**config.mk**
```make
export PLATFORM = sky130hd
export DESIGN_NAME = spi_responder
export DESIGN_NICKNAME = d
export VERILOG_FILES = /design/src/rtl/spi_responder_pkg.sv /design/src/rtl/spi_sync_edge.sv /design/src/rtl/spi_responder.sv
export SDC_FILE = /design/constraint.sdc
export NUM_CORES = 1
export LEC_CHECK = 0
export ABC_AREA = 1
export BUFFER_PORTS_ARGS = -buffer_cell sky130_fd_sc_hd__buf_4
export CORE_ASPECT_RATIO = 2
export CORE_MARGIN = 2
export CORE_UTILIZATION = 48
export CTS_CLUSTER_DIAMETER = 150
export DETAILED_ROUTE_END_ITERATION = 8
export GPL_TIMING_DRIVEN = 0
export SLEW_MARGIN = 20
export SYNTH_ARGS = -nofsm -noshare
export SYNTH_HDL_FRONTEND = slang
export SYNTH_HIERARCHICAL = 1
export SYNTH_SLANG_ARGS = --single-unit
```
**constraint.sdc**
```tcl
create_clock -name clk -period 3.3 [get_ports clk]
set_clock_uncertainty 0.05 [all_clocks]
set_input_delay 0.33 -clock clk [delete_from_list [all_inputs] [get_ports clk]]
set_output_delay 0.33 -clock clk [all_outputs]
set_load 0.02 [all_outputs]
```
**src/rtl/spi_responder_pkg.sv**
```systemverilog
// Shared types and command-byte field positions for the SPI responder.
// Mirrors the MAX3421E command layout: addr[7:3], dir[1], ackstat[0].
package spi_responder_pkg;

    typedef enum logic [1:0] {
        IDLE,
        CMD,
        DATA_WR,
        DATA_RD
    } spi_state_t;

    localparam int ADDR_MSB  = 7;
    localparam int ADDR_LSB  = 3;
    localparam int DIR_BIT   = 1;
    localparam int ACK_BIT   = 0;
    localparam int REG_COUNT = 32;

endpackage

```
**src/rtl/spi_sync_edge.sv**
```systemverilog
// N-stage synchronizer with single-cycle rise/fall pulses.
// Chain resets low so an idle-low SCLK produces no spurious edge.
module spi_sync_edge #(
    parameter int STAGES = 2
) (
    input  logic clk,
    input  logic reset,
    input  logic d_i,
    output logic rise_o,
    output logic fall_o
);

    logic [STAGES-1:0] sync_q;
    logic              prev_q;
    logic              level;

    assign level = sync_q[STAGES-1];

    always_ff @(posedge clk) begin
        if (reset) begin
            sync_q <= '0;
            prev_q <= 1'b0;
        end else begin
            sync_q <= {sync_q[STAGES-2:0], d_i};
            prev_q <= level;
        end
    end

    assign rise_o = level & ~prev_q;
    assign fall_o = ~level & prev_q;

endmodule

```
**src/rtl/spi_responder.sv**
```systemverilog
// Mode-0 SPI slave speaking a MAX3421E-style command protocol
// over a 32x8 register file shared with the fabric.
module spi_responder
    import spi_responder_pkg::*;
#(
    parameter logic [4:0] STATUS_ADDR = 5'd25,
    parameter int         SYNC_STAGES = 2
) (
    input  logic       clk,
    input  logic       reset,
    input  logic       spi_ss_n,
    input  logic       spi_sclk,
    input  logic       spi_mosi,
    output logic       spi_miso,
    output logic       spi_miso_oe,
    input  logic [4:0] fab_addr,
    input  logic       fab_we,
    input  logic [7:0] fab_wdata,
    output logic [7:0] fab_rdata,
    output logic       wr_strobe,
    output logic [4:0] wr_addr,
    output logic       busy
);

    spi_state_t state_q, state_d;

    logic [SYNC_STAGES-1:0] ss_sync_q;
    logic [SYNC_STAGES-1:0] mosi_sync_q;
    logic                   ss_prev_q;

    logic       ss_s, ss_fall, mosi_s;
    logic       sclk_rise, sclk_fall;
    logic       active, byte_done, spi_wr;
    logic [7:0] rx_byte;

    logic [2:0] cnt_q;
    logic [6:0] rx_q;
    logic [7:0] tx_q;
    logic [7:0] pend_q;
    logic       load_q;
    logic [4:0] addr_q;
    logic [7:0] fab_rdata_q;
    logic       wr_strobe_q;
    logic [4:0] wr_addr_q;
    logic [7:0] regs_q [REG_COUNT];

    spi_sync_edge #(
        .STAGES (SYNC_STAGES)
    ) u_sclk (
        .clk    (clk),
        .reset  (reset),
        .d_i    (spi_sclk),
        .rise_o (sclk_rise),
        .fall_o (sclk_fall)
    );

    // SS_n resets to "low" so a reset mid-frame needs a fresh high->low
    always_ff @(posedge clk) begin
        if (reset) begin
            ss_sync_q   <= '0;
            mosi_sync_q <= '0;
            ss_prev_q   <= 1'b0;
        end else begin
            ss_sync_q   <= {ss_sync_q[SYNC_STAGES-2:0], spi_ss_n};
            mosi_sync_q <= {mosi_sync_q[SYNC_STAGES-2:0], spi_mosi};
            ss_prev_q   <= ss_s;
        end
    end

    assign ss_s      = ss_sync_q[SYNC_STAGES-1];
    assign mosi_s    = mosi_sync_q[SYNC_STAGES-1];
    assign ss_fall   = ss_prev_q & ~ss_s;
    assign active    = (state_q != IDLE) && !ss_s;
    assign rx_byte   = {rx_q, mosi_s};
    assign byte_done = sclk_rise && (state_q != IDLE) && (cnt_q == 3'd7);
    assign spi_wr    = byte_done && (state_q == DATA_WR);

    always_ff @(posedge clk) begin
        if (reset) state_q <= IDLE;
        else       state_q <= state_d;
    end

    always_comb begin
        state_d = state_q;
        unique case (state_q)
            IDLE: begin
                if (ss_fall) state_d = CMD;
            end
            CMD: begin
                if (ss_s)
                    state_d = IDLE;
                else if (byte_done)
                    state_d = rx_byte[DIR_BIT] ? DATA_WR : DATA_RD;
            end
            DATA_WR, DATA_RD: begin
                if (ss_s) state_d = IDLE;
            end
            default: state_d = IDLE;
        endcase
    end

    always_comb begin
        spi_miso_oe = 1'b0;
        busy        = 1'b0;
        unique case (state_q)
            IDLE: ;
            CMD, DATA_WR, DATA_RD: begin
                spi_miso_oe = 1'b1;
                busy        = 1'b1;
            end
            default: ;
        endcase
    end

    // New bytes wait in pend_q and enter tx_q on the next fall
    always_ff @(posedge clk) begin
        if (reset) begin
            cnt_q       <= '0;
            rx_q        <= '0;
            tx_q        <= '0;
            pend_q      <= '0;
            load_q      <= 1'b0;
            addr_q      <= '0;
            fab_rdata_q <= '0;
            wr_strobe_q <= 1'b0;
            wr_addr_q   <= '0;
            for (int i = 0; i < REG_COUNT; i++) regs_q[i] <= 8'h00;
        end else begin
            wr_strobe_q <= 1'b0;
            fab_rdata_q <= regs_q[fab_addr];
            if (fab_we) regs_q[fab_addr] <= fab_wdata;
            if (spi_wr) begin
                regs_q[addr_q] <= rx_byte;
                wr_strobe_q    <= 1'b1;
                wr_addr_q      <= addr_q;
            end

            if (state_q == IDLE && ss_fall) begin
                tx_q   <= regs_q[STATUS_ADDR];
                cnt_q  <= '0;
                load_q <= 1'b0;
            end else if (!active) begin
                cnt_q  <= '0;
                load_q <= 1'b0;
            end else if (sclk_rise) begin
                cnt_q <= cnt_q + 3'd1;
                rx_q  <= rx_byte[6:0];
                if (byte_done) begin
                    load_q <= 1'b1;
                    unique case (state_q)
                        CMD: begin
                            addr_q <= rx_byte[ADDR_MSB:ADDR_LSB];
                            pend_q <= rx_byte[DIR_BIT] ? 8'h00
                                    : regs_q[rx_byte[ADDR_MSB:ADDR_LSB]];
                        end
                        DATA_RD: pend_q <= regs_q[addr_q];
                        default: pend_q <= 8'h00;
                    endcase
                end
            end else if (sclk_fall) begin
                if (load_q) begin
                    tx_q   <= pend_q;
                    load_q <= 1'b0;
                end else begin
                    tx_q <= {tx_q[6:0], 1'b0};
                end
            end
        end
    end

    assign spi_miso  = spi_miso_oe & tx_q[7];
    assign fab_rdata = fab_rdata_q;
    assign wr_strobe = wr_strobe_q;
    assign wr_addr   = wr_addr_q;

endmodule
```
==> flow_summary_export.csv, run 1 <==
group,metric,value,unit
die,rows,106,
logic_synthesis,synth.cell_area,20400,um^2
die,fp.dieH,295,um
logic_synthesis,synth_cells,2778,
clocking,clockBufferDepth,3,
logic_synthesis,seq_area_frac_synth,44.2,%
die,start_util,48.6,%
die,io_pins,36,
grt,grt_pass1_vias,24996,
clocking,cts_buffers,29,
logic_synthesis,synth_area_leaders,"edfxtp_1 38%, nand3_1 17%, nand2_1 14%",
place,dp_hpwl,94700,um
grt,grt-ovfl-total,26,
clocking,cts_root_buf,"clkbuf_16",
logic_synthesis,synth.distinct_cells,31,
logic_synthesis,avgSynthCellArea,7.33,um^2
status,error,"[ERROR GRT-0116] Global routing finished with congestion. Check the congestion regions in the DRC Viewer.",
grt,grt_max_degree,17,
clocking,clock-sinks,322,
status,outcome,"aborted with a tool error",
logic_synthesis,synth_top_cell_by_area,"edfxtp_1",
status,failed_stage,"global routing (5_1_grt)",
clocking,h-tree-depth,1,
die,die_x,150,um
logic_synthesis,synth_top_area_share,37.7,%
logic_synthesis,synth-seq-cells,322,
grt,grt.total_usage,63.0,%
logic_synthesis,synth_nets,2799,
logic_synthesis,yosysWarnings,6,
place,portBuffers,35,
place,gp_congestion,1.21,
grt,grt_pass1_wl,195000,um
logic make-up after synthesis:
| logic type | after synthesis | share of synthesized area [%] |
|---|---|---|
| XOR/XNOR | 1 | 0.0430 |
| buffers and inverters | 326 | 6.09 |
| flip-flops | 322 | 44.2 |
| AO/OA/AOI/OAI | 524 | 14.6 |
| AND/OR/NAND/NOR | 1603 | 34.9 |
| adder cells (fa/ha/maj) | 2 | 0.123 |
Yosys cell counts:
cell type and n:
a21o_1 5, a21oi_1 95, a22oi_1 128, a31oi_1 7, a32oi_1 1, buf_1 40, buf_2 7, buf_4 2
clkbuf_1 189, clkinv_1 4, dfxtp_1 66, edfxtp_1 256, ha_1 2, inv_1 77, inv_2 7, nand2_1 736
nand2_2 1, nand3_1 685, nand4_1 39, nor2_1 96, nor2_2 1, nor2_4 1, nor3_1 16, nor3_2 4
nor3_4 1, nor4_1 1, nor4_4 1, o211ai_1 2, o21ai_0 286, or2_2 21, xnor2_1 1
timing repair:
item / in CTS
resized for setup: 17
hold buffers: 5
endpoints found under the setup margin: 228
pin swaps: 2
setup buffers: 4
endpoints found under the hold margin: 5
through the flow:
| step | hold WS [ps] | setup TNS [ps] | instance area (um^2) | instances | worst slack [ps] |
|---|---|---|---|---|---|
| floorplan | 338 | 0 | 20400 | 2778 | 846 |
| global placement | 350 | -55490 | 21300 | 3353 | -855 |
| detailed placement | 356 | -69930 | 21300 | 3355 | -647 |
| CTS | 74.9 | 0 | 22500 | 3418 | 27.7 |
per-layer routing:
metal  overflow  track usage [%]
met3          0             37.4
met1          0             63.6
met5          0             7.84
met2          5             86.0
met4         21             63.6
==> run 2, diff against run 1 <==
--- a/config.mk
+++ b/config.mk
@@ -7,12 +7,11 @@
 export LEC_CHECK = 0
 export ABC_AREA = 1
 export BUFFER_PORTS_ARGS = -buffer_cell sky130_fd_sc_hd__buf_4
-export CORE_ASPECT_RATIO = 2
 export CORE_MARGIN = 2
-export CORE_UTILIZATION = 48
-export CTS_CLUSTER_DIAMETER = 150
+export CORE_UTILIZATION = 33
 export DETAILED_ROUTE_END_ITERATION = 8
 export GPL_TIMING_DRIVEN = 0
+export PLACE_DENSITY_LB_ADDON = 0.15
 export SLEW_MARGIN = 20
 export SYNTH_ARGS = -nofsm -noshare
 export SYNTH_HDL_FRONTEND = slang
==> run 2 against run 1 <==
The flow now finishes, with violations (negative setup slack). Synthesized cell count unchanged. Area after synthesis unchanged.
==> flow_summary_export.csv, run 2 <==
group,metric,value,unit
critical_path,slowest_delay,880,ps
critical_path,worstSetupPathType,"primary input to register",
critical_path,crit_path_top_delay_cell,"clkbuf_1",
critical_path,timing.critical_path.buf_inv,3,
drt,vias_per_cell,6.46,
drt,met2WireLength,55100,um
logic_synthesis,synth-seq-cells,322,
sta,finalCritPeriodShare,104,%
pwr,vdd_drop_max,0.358,mV
logic_synthesis,synth_edf_count,256,
final_layout,largest_register_ffs,256,
sta,timing.slew.headroom,14.2,%
critical_path,cpLargestDelayFamily,"buffers and inverters",
clocking,cts_tree,"yes",
worst_hold_path,worstHoldPathType,"primary input to register",
grt,grt_pass1_wl,183000,um
pwr,power,10.5,mW
drt,wl_met1,54500,um
sta,setup_viol,40,
logic_synthesis,synth_nets,2799,
logic_synthesis,seq_area_frac_synth,44.2,%
grt,grt-ovfl-total,0,
status,failed_checks,"negative setup slack",
sta,layout_min_cycle_time,3440,ps
drt,wl_met3,20100,um
critical_path,required,3690,ps
clocking,cts_buffers,40,
die,fp.dieH,252,um
critical_path,endpoint_kind,"register",
final_layout,layout_commonest_cell,"nand2_1",
logic_synthesis,synth_ff_type,"edfxtp_1",
grt,grt.total_usage,42.7,%
final_layout,area_growth,14.3,%
status,outcome,"finished with violations",
final_layout,top_register,"regs_q",
logic_synthesis,synth.distinct_cells,31,
logic_synthesis,yosysWarnings,6,
grt,grt_pass1_vias,21016,
place,gp_congestion,1.06,
sta,clock.fmax,291,MHz
clocking,cts_root_buf,"clkbuf_16",
logic_synthesis,synth_cells,2778,
final_layout,layout-drive-gt1-share,7.22,%
drt,drt-initial-drc-count,4088,
critical_path,path_cells,"buf_4, nor2_1, clkdlybuf4s15_1, clkbuf_1, a22oi_1, a21oi_1, or2_2, nor2_1, a21oi_1",
drt,wl_per_cell,37.6,um
sta,hold_viol,0,
sta,tns,-1610,ps
clocking,clock-sinks,322,
sta,drv_slew,0,
die,io_pins,36,
clocking,h-tree-depth,2,
logic_synthesis,async_reset_ff_share,0,%
logic_synthesis,synth_area_leaders,"edfxtp_1 38%, nand3_1 17%, nand2_1 14%",
drt,first_pass_iters,6,
sta,setup_ws,-138,ps
final_layout,final_cell_mix,"722 x nand2_1, 685 x nand3_1, 286 x o21ai_0",
logic_synthesis,synth_most_common_cell,"nand2_1",
die,rows,91,
clocking,clk_latency,600,ps
critical_path,arrival,3830,ps
logic_synthesis,synth.cell_area,20400,um^2
place,dp_hpwl,104000,um
clocking,clockBufferDepth,3,
logic_synthesis,avgSynthCellArea,7.33,um^2
critical_path,startpoint_type,"primary input",
logic_synthesis,synth_common_cells,"736 x nand2_1, 685 x nand3_1, 286 x o21ai_0",
die,die_area,63700,um^2
run,drv_cap,0,
clocking,clkTransAtPathRegs,60,ps
die,die_x,252,um
logic_synthesis,synth_top_cell_by_area,"edfxtp_1",
sta,worst_slew_pin_slew,1290,ps
drt,wl,139000,um
logic_synthesis,synth_top_area_share,37.7,%
drt,routed.top_layer,"met5",
pwr,power_leakage,8.27,nW
grt,grt_max_degree,14,
pwr,cellPowerDensity,453,nW/um^2
grt,antenna_found_initial,10,
drt,ant_nets,0,
die,start_util,33.2,%
final_layout,nNetsFinal,2886,
critical_path,path_max_fanout,10,
place,portBuffers,35,
drt,vias,23819,
sta,rsz0062_at_grt,"true",
drt,drc_errors,0,
die,core_area,61400,um^2
run 2: report_power, final:
| part | switching, mW | internal, mW |
|---|---|---|
| clock | 1.92 | 2.69 |
| combinational | 0.799 | 0.260 |
| sequential | 0.292 | 4.58 |
| total | 3.02 | 7.52 |
run 2: cells by family (layout without fill, tap and decap cells):
group | count (synthesis) | after routing | synth area share [%]
simple gates | 1603 | 1603 | 34.9
compound gates | 524 | 524 | 14.6
other cells | 0 | 1 | 0
flops | 322 | 322 | 44.2
xor+xnor | 1 | 1 | 0.0430
buf+inv | 326 | 443 | 6.09
fa+ha+maj | 2 | 2 | 0.123
run 2: layout make-up:
| cell class | instances | area (um^2) |
|---|---|---|
| fill | 6466 | 38100 |
| inverter | 88 | 330 |
| timing repair buffer | 45 | 379 |
| clock buffer | 52 | 1180 |
| sequential | 322 | 9010 |
| multi-input combinational | 2130 | 10200 |
| clock inverter | 20 | 174 |
| buffer | 238 | 966 |
| tap | 790 | 988 |
| antenna | 1 | 2.50 |
run 2: path summary, 6_finish.rpt:
kind,startpoint,to,slack (ps),cells past startpoint
min,fab_wdata[4],regs_q[24][4]$_DFFE_PP_,90,3
max,fab_addr[0],fab_rdata[5]$_SDFF_PP0_,-140,9
min reg2reg,u_sclk/sync_q[0]$_SDFF_PP0_,u_sclk/sync_q[1]$_SDFF_PP0_,360,2
max reg2reg,register,pend_q[6]$_SDFFE_PP0P_,-70,12
run 2: stage by stage:
stage / cell area (um^2) / std cells / utilization, % / hold WS (ps) / setup WS, ps
floorplan: 20400 / 2778 / - / 338 / 846
detailed placement: 21700 / 3604 / 35.4 / 352 / -692
finish: 23300 / 3686 / 37.9 / 94.3 / -138
global route: 23300 / 3685 / 37.9 / 129 / -39.5
CTS: 23200 / 3684 / 37.8 / 78.8 / 14.9
global placement: 21600 / 3603 / 35.2 / 343 / -1020
run 2: repair_timing:
item,CTS,global route
hold buffers,5,0
setup endpoints to repair,225,152
gates resized for setup,12,24
setup buffers,3,1
endpoints found under the hold margin,5,0
pin swaps,3,1
run 2: worst register-to-register path, stage by stage (launching register included):
cell and delay [ps]:
dfxtp_1 470, clkbuf_1 460, clkdlybuf4s15_1 960, nand2_1 120, nand3_1 140, nand3_1 370
nand2_1 280, nand2_1 80, nand3_1 110, nand3_1 80, nand3_1 90, nand2_1 50
inv_1 40
run 2: layer usage:
| metal | track usage, % | vias up |
|---|---|---|
| met2 | 59.4 | 1895 |
| met5 | 0 | - |
| li1 | - | 9986 |
| met3 | 15.9 | 335 |
| met4 | 22.7 | 4 |
| met1 | 57.2 | 11599 |
Power figures use the tool's default switching activity.
==> run 3, diff against run 2 <==
--- a/config.mk
+++ b/config.mk
@@ -12,6 +12,7 @@
 export DETAILED_ROUTE_END_ITERATION = 8
 export GPL_TIMING_DRIVEN = 0
 export PLACE_DENSITY_LB_ADDON = 0.15
+export SKIP_LAST_GASP = 1
 export SLEW_MARGIN = 20
 export SYNTH_ARGS = -nofsm -noshare
 export SYNTH_HDL_FRONTEND = slang
==> run 3 against run 2 <==
The flow still finishes with violations (negative setup slack). Non-clock buffer count stayed put. Final area hardly changed. Final cell count hardly changed. Utilization hardly changed. Critical path depth is 2 higher. Via count is 0.34% higher. Global-route usage stayed put. Critical path type is now register to register. Critical endpoint is now pend_q[0]$_SDFFE_PP0P_. Largest cell class unchanged. Highest routed layer unchanged.
==> flow_summary_export.csv, run 3 (synthesis gave the netlist of run 2 again) <==
group,metric,value,unit
status,outcome,"finished with violations",
status,failed_checks,"negative setup slack",
die,io_pins,36,
clocking,clock-sinks,322,
critical_path,worstSetupPathType,"register to register",
die,start_util,33.2,%
run,drv_cap,0,
sta,worst_slew_pin_slew,1250,ps
critical_path,slowest_delay,680,ps
place,gp_congestion,1.06,
critical_path,cpMostUsedCell,"nand3_1",
critical_path,path_cells,"clkbuf_1, inv_1, clkbuf_1, nand3_1, nand3_1, nand2_1, nand2_1, nand3_1, nand3_1, nand2_1, inv_1",
grt,grt-ovfl-total,0,
grt,grt.total_usage,42.7,%
critical_path,reg2reg_depth,11,
clocking,cts_tree,"yes",
pwr,power_leakage,8.27,nW
final_layout,layout-drive-gt1-share,7.22,%
grt,grt_max_degree,14,
worst_hold_path,worstHoldPathType,"primary input to register",
grt,grt_pass1_vias,21016,
sta,timing.slew.headroom,16.4,%
sta,hold_ws,102,ps
critical_path,r2r_end,"pend_q[0]$_SDFFE_PP0P_",
clocking,cts_root_buf,"clkbuf_16",
drt,wl_per_cell,37.6,um
critical_path,startpoint_type,"register",
place,portBuffers,35,
drt,drt-initial-drc-count,3943,
clocking,clkTransAtPathRegs,60,ps
clocking,clockBufferDepth,3,
sta,setup_viol,23,
critical_path,arrival,3850,ps
sta,hold_viol,0,
sta,setup_ws,-120,ps
critical_path,endpoint_kind,"register",
clocking,cts_buffers,40,
critical_path,path_max_fanout,10,
die,rows,91,
drt,vias,23899,
die,fp.dieH,252,um
drt,wl,139000,um
die,die_x,252,um
sta,finalCritPeriodShare,104,%
sta,clock.fmax,292,MHz
final_layout,layout_commonest_cell,"nand2_1",
drt,first_pass_iters,6,
place,dp_hpwl,104000,um
critical_path,crit_path_top_delay_cell,"clkbuf_1",
die,core_area,61400,um^2
drt,drc_errors,0,
sta,rsz0062_at_grt,"true",
grt,grt_pass1_wl,183000,um
final_layout,top_register,"regs_q",
drt,vias_per_cell,6.48,
final_layout,largest_register_ffs,256,
clocking,h-tree-depth,2,
critical_path,r2r_slack,-120,ps
pwr,vdd_drop_max,0.355,mV
die,die_area,63700,um^2
pwr,cellPowerDensity,453,nW/um^2
critical_path,required,3730,ps
sta,layout_min_cycle_time,3420,ps
sta,tns,-1090,ps
final_layout,area_growth,14.2,%
final_layout,nNetsFinal,2886,
critical_path,crit_end,"pend_q[0]$_SDFFE_PP0P_",
final_layout,final_cell_mix,"722 x nand2_1, 685 x nand3_1, 286 x o21ai_0",
sta,drv_slew,0,
clocking,clk_latency,600,ps
drt,ant_nets,0,
grt,antenna_found_initial,10,
==> run 3: cell types whose count changed in the layout (fill, tap and decap cells not counted) <==
cell and change:
diode_2 +1, nor3_2 +1, nor3_4 -1, buf_1 +1
clkdlybuf4s15_1 -1
==> run 3: worst min-delay path by stage <==
stage / start / end / slack, ps / depth (start not counted)
final: fab_wdata[4] / regs_q[24][4]$_DFFE_PP_ / 100 / 3
after detailed placement: mosi_sync_q[0]$_SDFF_PP0_ / mosi_sync_q[1]$_SDFF_PP0_ / 350 / 2
after floorplan: mosi_sync_q[0]$_SDFF_PP0_ / mosi_sync_q[1]$_SDFF_PP0_ / 340 / 2
after CTS: fab_wdata[4] / regs_q[24][4]$_DFFE_PP_ / 80 / 3
after global placement: mosi_sync_q[0]$_SDFF_PP0_ / mosi_sync_q[1]$_SDFF_PP0_ / 340 / 2
after global routing: fab_wdata[0] / regs_q[25][0]$_DFFE_PP_ / 130 / 3
==> run 3: worst max-delay path: cells and delay by family (launching register included) <==
kind                   cells  cell delay [ps]
buffers and inverters      4             1610
and+or+nand+nor            7             1310
DFF                        1              310
==> run 3: routing by layer <==
layer,part of all wire [%],track usage (%),vias up
met5,0.019,0,-
met4,6.4,22.7,4
met3,15,15.9,340
met2,40,59.4,1959
met1,39,57.2,11612
li1,-,-,9984
==> run 3: layout make-up <==
cell class,count,area [um^2]
clock buffer,52,1180
antenna,2,5.00
multi-input combinational,2130,10200
clock inverter,20,174
inverter,88,330
buffer,238,960
tap,790,988
sequential,322,9010
timing repair buffer,45,379
fill,6471,38100
==> run 3: what timing repair did <==
item	4_1_cts	5_1_grt
resized for setup	12	22
pin swaps	3	1
endpoints found under the setup margin	225	152
hold buffers	5	0
hold endpoints to repair	5	0
gates cloned	0	0
buffers inserted	3	1
==> run 3: metrics by stage <==
stage	utilization, %	instance area [um^2]	instances	worst slack (ps)	total power [mW]
after floorplan	-	20400	2778	846	5.28
final	37.9	23300	3687	-120	10.5
after global placement	35.2	21600	3603	-1020	5.92
after detailed placement	35.4	21700	3604	-692	5.92
after CTS	37.8	23200	3684	14.9	10.4
after global routing	37.9	23300	3685	-39.5	10.7
==> run 3: power by group <==
group	leakage (nW)	switching [mW]	internal, mW
Sequential	2.97	0.292	4.58
Clock	0.669	1.92	2.68
Combinational	4.63	0.800	0.260
